### config.mk
export PLATFORM = sky130hd
export DESIGN_NAME = signed_prod_accum
export DESIGN_NICKNAME = d
export VERILOG_FILES = /design/src/rtl/signed_prod_accum.sv
export SDC_FILE = /design/constraint.sdc
export NUM_CORES = 1
export LEC_CHECK = 0
export ABC_AREA = 1
export BUFFER_PORTS_ARGS = -buffer_cell sky130_fd_sc_hd__buf_2
export CAP_MARGIN = 30
export CORE_MARGIN = 5
export CORE_UTILIZATION = 58
export DETAILED_ROUTE_END_ITERATION = 8
export PLACE_DENSITY_LB_ADDON = 0.25
export SLEW_MARGIN = 20
export SYNTH_ARGS = -nofsm -noshare
export SYNTH_HDL_FRONTEND = slang
export SYNTH_SLANG_ARGS = --single-unit
export TNS_END_PERCENT = 1
### constraint.sdc
create_clock -name tb_clk -period 2.5 [get_ports tb_clk]
set_input_delay 0.5 -clock tb_clk [delete_from_list [all_inputs] [get_ports tb_clk]]
set_output_delay 0.5 -clock tb_clk [all_outputs]
set_load 0.01 [all_outputs]
### src/rtl/signed_prod_accum.sv
// signed_prod_accum: frame-based saturating accumulator for the signed
// multiplier product stream. din0 is summed over FRAME_LEN valid samples,
// and din1 is compared against din0 on every valid sample as a cross-check.
module signed_prod_accum #(
   parameter int DIN_W     = 16,
   parameter int ACC_W     = 20,
   parameter int FRAME_LEN = 8
) (
   input  logic                    tb_clk,
   input  logic                    tb_rst_n,
   input  logic signed [DIN_W-1:0] din0,
   input  logic signed [DIN_W-1:0] din1,
   input  logic                    din_vld,
   input  logic                    clr,
   output logic signed [ACC_W-1:0] acc_out,
   output logic                    acc_vld,
   output logic                    sat_flag,
   output logic                    mismatch,
   output logic [7:0]              err_cnt,
   output logic [7:0]              frame_cnt
);

   // Frame state machine: IDLE holds count 0 / accumulator 0, ACCUM is mid-frame
   localparam logic [0:0] IDLE  = 1'b0;
   localparam logic [0:0] ACCUM = 1'b1;

   localparam logic [7:0]       LAST_CNT = 8'(FRAME_LEN - 1);
   localparam logic [ACC_W-1:0] ACC_MAX  = {1'b0, {(ACC_W-1){1'b1}}};
   localparam logic [ACC_W-1:0] ACC_MIN  = {1'b1, {(ACC_W-1){1'b0}}};

   logic [0:0]              state_q, state_d;
   logic [7:0]              cnt_q, cnt_d;
   logic signed [ACC_W-1:0] acc_q, acc_d;
   logic                    sat_q, sat_d;
   logic signed [ACC_W-1:0] acc_out_q, acc_out_d;
   logic                    acc_vld_q, acc_vld_d;
   logic                    sat_flag_q, sat_flag_d;
   logic                    mismatch_q, mismatch_d;
   logic [7:0]              err_cnt_q, err_cnt_d;
   logic [7:0]              frame_cnt_q, frame_cnt_d;

   logic [ACC_W:0]          sum;
   logic                    ovf;
   logic [ACC_W-1:0]        clamped;
   logic                    lastSample;

   // One guard bit above the accumulator: overflow shows as the top two bits disagreeing
   always_comb begin
      sum        = {acc_q[ACC_W-1], acc_q} + {{(ACC_W+1-DIN_W){din0[DIN_W-1]}}, din0};
      ovf        = sum[ACC_W] ^ sum[ACC_W-1];
      clamped    = ovf ? (sum[ACC_W] ? ACC_MIN : ACC_MAX) : sum[ACC_W-1:0];
      lastSample = (state_q == ACCUM) && (cnt_q == LAST_CNT);
   end

   // Next-state logic: clr wins over a same-cycle sample, which is dropped
   always_comb begin
      state_d     = state_q;
      cnt_d       = cnt_q;
      acc_d       = acc_q;
      sat_d       = sat_q;
      acc_out_d   = acc_out_q;
      acc_vld_d   = 1'b0;
      sat_flag_d  = sat_flag_q;
      mismatch_d  = mismatch_q;
      err_cnt_d   = err_cnt_q;
      frame_cnt_d = frame_cnt_q;
      if (clr) begin
         state_d    = IDLE;
         cnt_d      = '0;
         acc_d      = '0;
         sat_d      = 1'b0;
         mismatch_d = 1'b0;
         err_cnt_d  = '0;
      end else if (din_vld) begin
         if (din0 != din1) begin
            mismatch_d = 1'b1;
            if (err_cnt_q != 8'hFF) begin
               err_cnt_d = err_cnt_q + 8'd1;
            end
         end
         if (lastSample) begin
            acc_out_d   = clamped;
            sat_flag_d  = sat_q | ovf;
            acc_vld_d   = 1'b1;
            frame_cnt_d = frame_cnt_q + 8'd1;
            state_d     = IDLE;
            cnt_d       = '0;
            acc_d       = '0;
            sat_d       = 1'b0;
         end else begin
            state_d = ACCUM;
            cnt_d   = cnt_q + 8'd1;
            acc_d   = clamped;
            sat_d   = sat_q | ovf;
         end
      end
   end

   // State registers; a mid-frame reset simply discards the partial frame
   always_ff @(posedge tb_clk or negedge tb_rst_n) begin
      if (!tb_rst_n) begin
         state_q     <= IDLE;
         cnt_q       <= '0;
         acc_q       <= '0;
         sat_q       <= 1'b0;
         acc_out_q   <= '0;
         acc_vld_q   <= 1'b0;
         sat_flag_q  <= 1'b0;
         mismatch_q  <= 1'b0;
         err_cnt_q   <= '0;
         frame_cnt_q <= '0;
      end else begin
         state_q     <= state_d;
         cnt_q       <= cnt_d;
         acc_q       <= acc_d;
         sat_q       <= sat_d;
         acc_out_q   <= acc_out_d;
         acc_vld_q   <= acc_vld_d;
         sat_flag_q  <= sat_flag_d;
         mismatch_q  <= mismatch_d;
         err_cnt_q   <= err_cnt_d;
         frame_cnt_q <= frame_cnt_d;
      end
   end

   assign acc_out   = acc_out_q;
   assign acc_vld   = acc_vld_q;
   assign sat_flag  = sat_flag_q;
   assign mismatch  = mismatch_q;
   assign err_cnt   = err_cnt_q;
   assign frame_cnt = frame_cnt_q;

endmodule

# After elaboration in Yosys (flattened, before gate mapping)
# Cells that the tools add are included.
# Widths: inputs -> output; s select.
[classes]
n_reduce_logical = 7
eq_ne = 3
n_bitwise = 3
addsub = 4
mux = 24
[op_table]
columns = ["op", "n"]
rows = [
  ["$mux 20", 5],
  ["$mux 8", 7],
  ["$add 8x1->8 const B", 3],
  ["$add 20x16->21", 1],
  ["$ne 16x16->1", 1],
  ["$mux 1", 12],
  ["$eq 8x3->1 const B", 1],
  ["$ne 8x8->1 const B", 1],
  ["$reduce_and 3->1", 2],
  ["$reduce_bool 2->1", 3],
  ["$reduce_and 2->1", 1],
  ["$logic_and 1x1->1", 1],
  ["$not 1->1", 1],
  ["$or 1x1->1", 1],
  ["$xor 1x1->1", 1],
]
[totals]
in_bits = 36
wordCells = 51
regBits = 69
output_inout_bits = 39

# Logic depth before layout (Yosys ltp)
[logic_depth]
depth_word = 6
ltp_mapped = 17
mapped_depth_nobuf = 16

# Least setup slack after synthesis
# OpenSTA, ideal clock, no wires.
[synth_timing]
path_type = "input to register"
start = "in din0[0]"
end = "reg acc_out_q[0] (netlist: acc_out[0])"
path_buffers = 1
arrival_ns = 2.136
setup_time_ns = 0.117
slack_ns = 0.248
path_stages = 16
required_ns = 2.383
cell_sequence = "ha_1 inv_1 fa_1 inv_1 nand3_1 nand3_1 nand3b_4 nand3_2 nand2_1 nand2_2 nand2_4 buf_12 nand2_4 nand2_2 nand2_1 nand2_1"
[synth_between]
elab_chain_len = 3
word_cells_on_any_way = 4
cone_classes = "1 x add/sub; 2 x mux; 1 x bitwise"
[synth_rtl]
columns = ["item", "line_no", "rtl"]
rows = [
  ["start, declared", "11", "input logic signed [DIN_W-1:0] din0,"],
  ["$add 20x16->21 *", "49", "sum = {acc_q[ACC_W-1], acc_q} + {{(ACC_W+1-DIN_W){din0[DIN_W-1]}}, din0};"],
  ["$mux 20 or $xor 1x1->1 (tied branches)", "51, 50", ""],
  ["$mux 20 *", "51", "clamped = ovf ? (sum[ACC_W] ? ACC_MIN : ACC_MAX) : sum[ACC_W-1:0];"],
  ["end signal, assigned", "117", "acc_out_q <= acc_out_d;"],
  ["end, declared", "35", "logic signed [ACC_W-1:0] acc_out_q, acc_out_d;"],
]
# Mark *: on every way between the ends. The rest lies on a longest branch, timed or not.
# A chain may end at the register's enable or synchronous reset.

# Worst setup path after layout
[layout_timing]
start = "reg acc_q[0]"
end = "reg acc_q[17]"
[layout_between]
elab_chain_len = 6
word_cells_on_any_way = 7
cone_classes = "1 x add/sub; 5 x mux; 1 x bitwise"
[layout_rtl]
columns = ["item", "line_no", "rtl"]
rows = [
  ["start, declared", "33", "logic signed [ACC_W-1:0] acc_q, acc_d;"],
  ["start signal, assigned", "104", "acc_q <= '0;"],
  ["start signal, assigned", "115", "acc_q <= acc_d;"],
  ["$add 20x16->21 *", "49", ""],
  ["$mux 20 or $xor 1x1->1 (tied branches)", "51, 50", ""],
  ["$mux 20 *", "51", ""],
  ["$mux 20 *", "81", "if (lastSample) begin"],
  ["$mux 20 *", "74", "end else if (din_vld) begin"],
  ["$mux 20 *", "67", "if (clr) begin"],
]
# Mark *: on every way between the ends. The rest lies on a longest branch, timed or not. The select of a mux whose other input is x is not followed.

==> out/results.txt <==
final hold vios - 0
Skew-Pair Late Insertion Delay - 0.35 ns
met1 wire length - 5710 um
Filler cells - 732
Tightest Pin Transition - 0.795 ns
Most common cell on crit path - nand2_1
Setup crit end kind - flip-flop
Met2 Wirelength - 6440 um
grt ovf - 0
root buffer cell - clkbuf_8
total track usage - 0.262
layout net count - 815
# DRC - 0
Antenna Cells - 0
number of vias per cell - 5.26
largest net degree at the start of global routing - 32
Logic pwr share - 0.479
DR top layer - met4
Final Worst Setup Slack - 0.215 ns
top cells by area, synth - dfrtp_1 (35%), nand2_1 (19%), ha_1 (5.8%), nand2_4 (4.6%), inv_1 (4.3%)
xor/xnor cell area share of the yosys netlist - 0.0479
Async S/R FF share, synth - 1.00
RSZ-0062 raised after global routing - false
first-pass GRT wire length - 21400 um
Bufs on Longest Clock Path - 2
fin. max-slew vios - 0
Synth Area in Adders - 0.0623
Starting DRT DRC Count - 182
Leakage Power - 3.32 nW
initial antenna violation count - 0
io pins - 75
CTS tree - built
Starting Density - 0.598
TritonCTS buffer count - 9
post-synth top area share - 0.349
Worst-path clk slew - 0.08 ns
Placed Cells - 849
CP max-delay cell - fa_1
share of post-route cells with drive strength above 1 - 0.261
Max FO, Critical Path - 9
Post-synth EDFFs - 0
ys flop type - dfrtp_1
largest family of logic cells by synthesized area - simple AND/OR/NAND/NOR gates
sequential share of the synthesized area - 0.349
setup bufs post-CTS - 0
crit path launch type - flip-flop
Via Count - 4548
non-filler cells in the finished layout - 865
Synth Area in Compound Gates - 0.0684
fmax - 438 MHz
PwrDens - 770 mW/mm2
Port Buffers - 74
Pre-antenna DRT Iters - 5
Post-Syn Instances - 662
clock share of power - 0.231
cell area after synthesis - 0.00494 mm2
Internal Power - 2.61 mW
switching part of the total power - 0.411
Rel. slew slack - 0.470
Cell Chain, Critical Path - ha_1 -> inv_1 -> fa_1 -> inv_1 -> nand3_1 -> nand3_1 -> nand3b_4 -> nand3_2 -> nand2_1 -> nand2_2 -> nand2_4 -> buf_12 -> nand2_4 -> nand2_2 -> nand2_1 -> nand2_1
worst clock skew - 0.00961 ns
hpwl dp - 10400 um
core area - 0.00826 mm2
H-tree depth - 3
CP Data Required Time - 2.74 ns
period utilization - 0.914
vias in the first global route - 4581
die boundary width - 102 um
CP arrival - 2.52 ns
sequential power share - 0.290
Setup CP Type - flip-flop to flip-flop
GP Congestion - 0.975
max_cap viols - 0
syn nets - 722
met3 routed WL - 467 um
mux contribution to synthesized area - 0
Die Y - 102 um
Mean Syn Cell Area - 7.46 um2
layout overhead on the synthesized area - 16.5%
NetSw - 1.82 mW
Worst IR Drop VDD - 415 uV
Synth Register Bits - 69
routed wire length - 12900 um
Wirelength per Cell - 14.9 um
Synth Area in Simple Gates - 0.395
Synth warnings - 0
CTS sink cnt - 69
CP peak stage delay - 0.41 ns
status - completed
pre-CTS setup slack - -0.0369 ns
minimum clock period - 2.28 ns
post-layout util - 0.697
std cell rows - 33
area leader, netlist - dfrtp_1
Routed Antenna Nets - 0
Sum Neg Setup Slack - 0 ns
Netlist cell types - 36
WHS - 0.222 ns
Setup Viol. Count Final - 0
Die Area - 0.0105 mm2
worst hold path class - input port to async pin
-- placed cells by master (no fill, tap or decap), types with 2 or more instances in the layout --
master | netlist | final
nand2_1 | 245 | 245
buf_2 | 1 | 74
dfrtp_1 | 69 | 69
inv_1 | 57 | 57
nand2_2 | 33 | 33
nor2_1 | 30 | 30
nand3_1 | 29 | 29
o21ai_0 | 24 | 24
ha_1 | 23 | 23
a21oi_1 | 20 | 20
nand2_4 | 20 | 20
buf_4 | 1 | 17
nand4_1 | 16 | 16
xor2_1 | 15 | 14
xnor2_1 | 12 | 12
inv_2 | 10 | 10
clkbuf_8 | 0 | 10
or2_2 | 7 | 7
nor3_1 | 5 | 5
o22ai_1 | 5 | 5
o21bai_1 | 5 | 5
nor2_4 | 4 | 4
nand3_2 | 4 | 4
buf_12 | 2 | 4
nor2_2 | 3 | 3
o32ai_1 | 2 | 2
and2_4 | 2 | 2
nand3b_4 | 2 | 2
clkinv_2 | 0 | 2
bufinv_16 | 0 | 2
-- power by group through the flow --
stage / Sequential [mW] / Clock [mW] / Combinational, mW
floorplan: 1.28 / 0 / 1.61
global placement: 1.30 / 0 / 2.05
detailed placement: 1.31 / 0 / 2.09
CTS: 1.29 / 1.04 / 2.11
global route: 1.30 / 1.09 / 2.33
finish: 1.29 / 1.02 / 2.12
-- logic make-up after synthesis --
family,after synthesis
buffers and inverters,81
and+or+nand+nor,402
adders and majority gates,24
xor gates and xnor gates,27
DFF,69
AOI/OAI and AO/OA,59
-- Yosys cell counts (all sizes together), types with 2 or more instances --
master  number
nand4       16
xor2        15
nor3         5
nor2        37
and2         2
o21ai       24
nand2      298
o32ai        2
dfrtp       69
xnor2       12
inv         67
o22ai        5
ha          23
or2          7
nand3b       2
o21bai       5
a21oi       21
nand3       33
buf          9
clkbuf       4
-- metrics by stage --
step | total power, mW | instance area (um2)
5_1_grt | 4.72 | 5760
4_1_cts | 4.44 | 5750
3_3_place_gp | 3.36 | 5530
2_1_floorplan | 2.90 | 4940
6_report | 4.43 | 5760
3_5_place_dp | 3.39 | 5530
-- final timing paths --
path,end,slack (ns),depth (start not counted),startpoint
max,acc_q[17]$_DFFE_PN0P_,0.22,16,acc_q[0]$_DFFE_PN0P_
min,acc_q[0]$_DFFE_PN0P_,0.22,1,tb_rst_n
max reg2reg,acc_q[17]$_DFFE_PN0P_,0.22,16,acc_q[0]$_DFFE_PN0P_
min reg2reg,acc_out[17]$_DFFE_PN0P_,0.47,2,acc_out[17]$_DFFE_PN0P_
max in group asynchronous,mismatch$_DFFE_PN0P_,1.59,2,tb_rst_n
min in group tb_clk,acc_out[17]$_DFFE_PN0P_,0.47,2,acc_out[17]$_DFFE_PN0P_
-- flip-flops by register name, indices dropped and copies added, names as in the netlist --
signal     cells
acc_out       20
acc_q         20
cnt_q          8
err_cnt        8
frame_cnt      8
acc_vld        1
mismatch       1
sat_flag       1
sat_q          1
state_q        1
-- per-layer routing --
layer / global-route usage / up-vias
met5: 0 / -
met4: 0.0797 / 0
met3: 0.0375 / 14
met2: 0.447 / 94
met1: 0.346 / 2150
li1: - / 2290
-- worst max-delay path, delay by kind of cell (launching register included) --
kind / cells / cell delay [ns]
flip-flops: 1 / 0.36
buffers and inverters: 3 / 0.33
AND/OR/NAND/NOR: 11 / 0.90
adder cells (fa/ha/maj): 2 / 0.58
-- repair_timing --
item / 4_1_cts / 5_1_grt
hold buffers: 0 / 0
gates resized for setup: 0 / 1
endpoints found under the hold margin: 0 / 0
endpoints found under the setup margin: 0 / 1
-- final cells by class --
class,instances,area [um2],area share
Clock buffer,10,138,0.0239
Clock inverter,6,86.3,0.0150
Inverter,68,255,0.0443
Multi-Input combinational cell,512,2840,0.494
Sequential cell,69,1730,0.300
Tap cell,105,131,0.0228
Timing Repair Buffer,95,578,0.100
(Power assumes the default switching activity.)
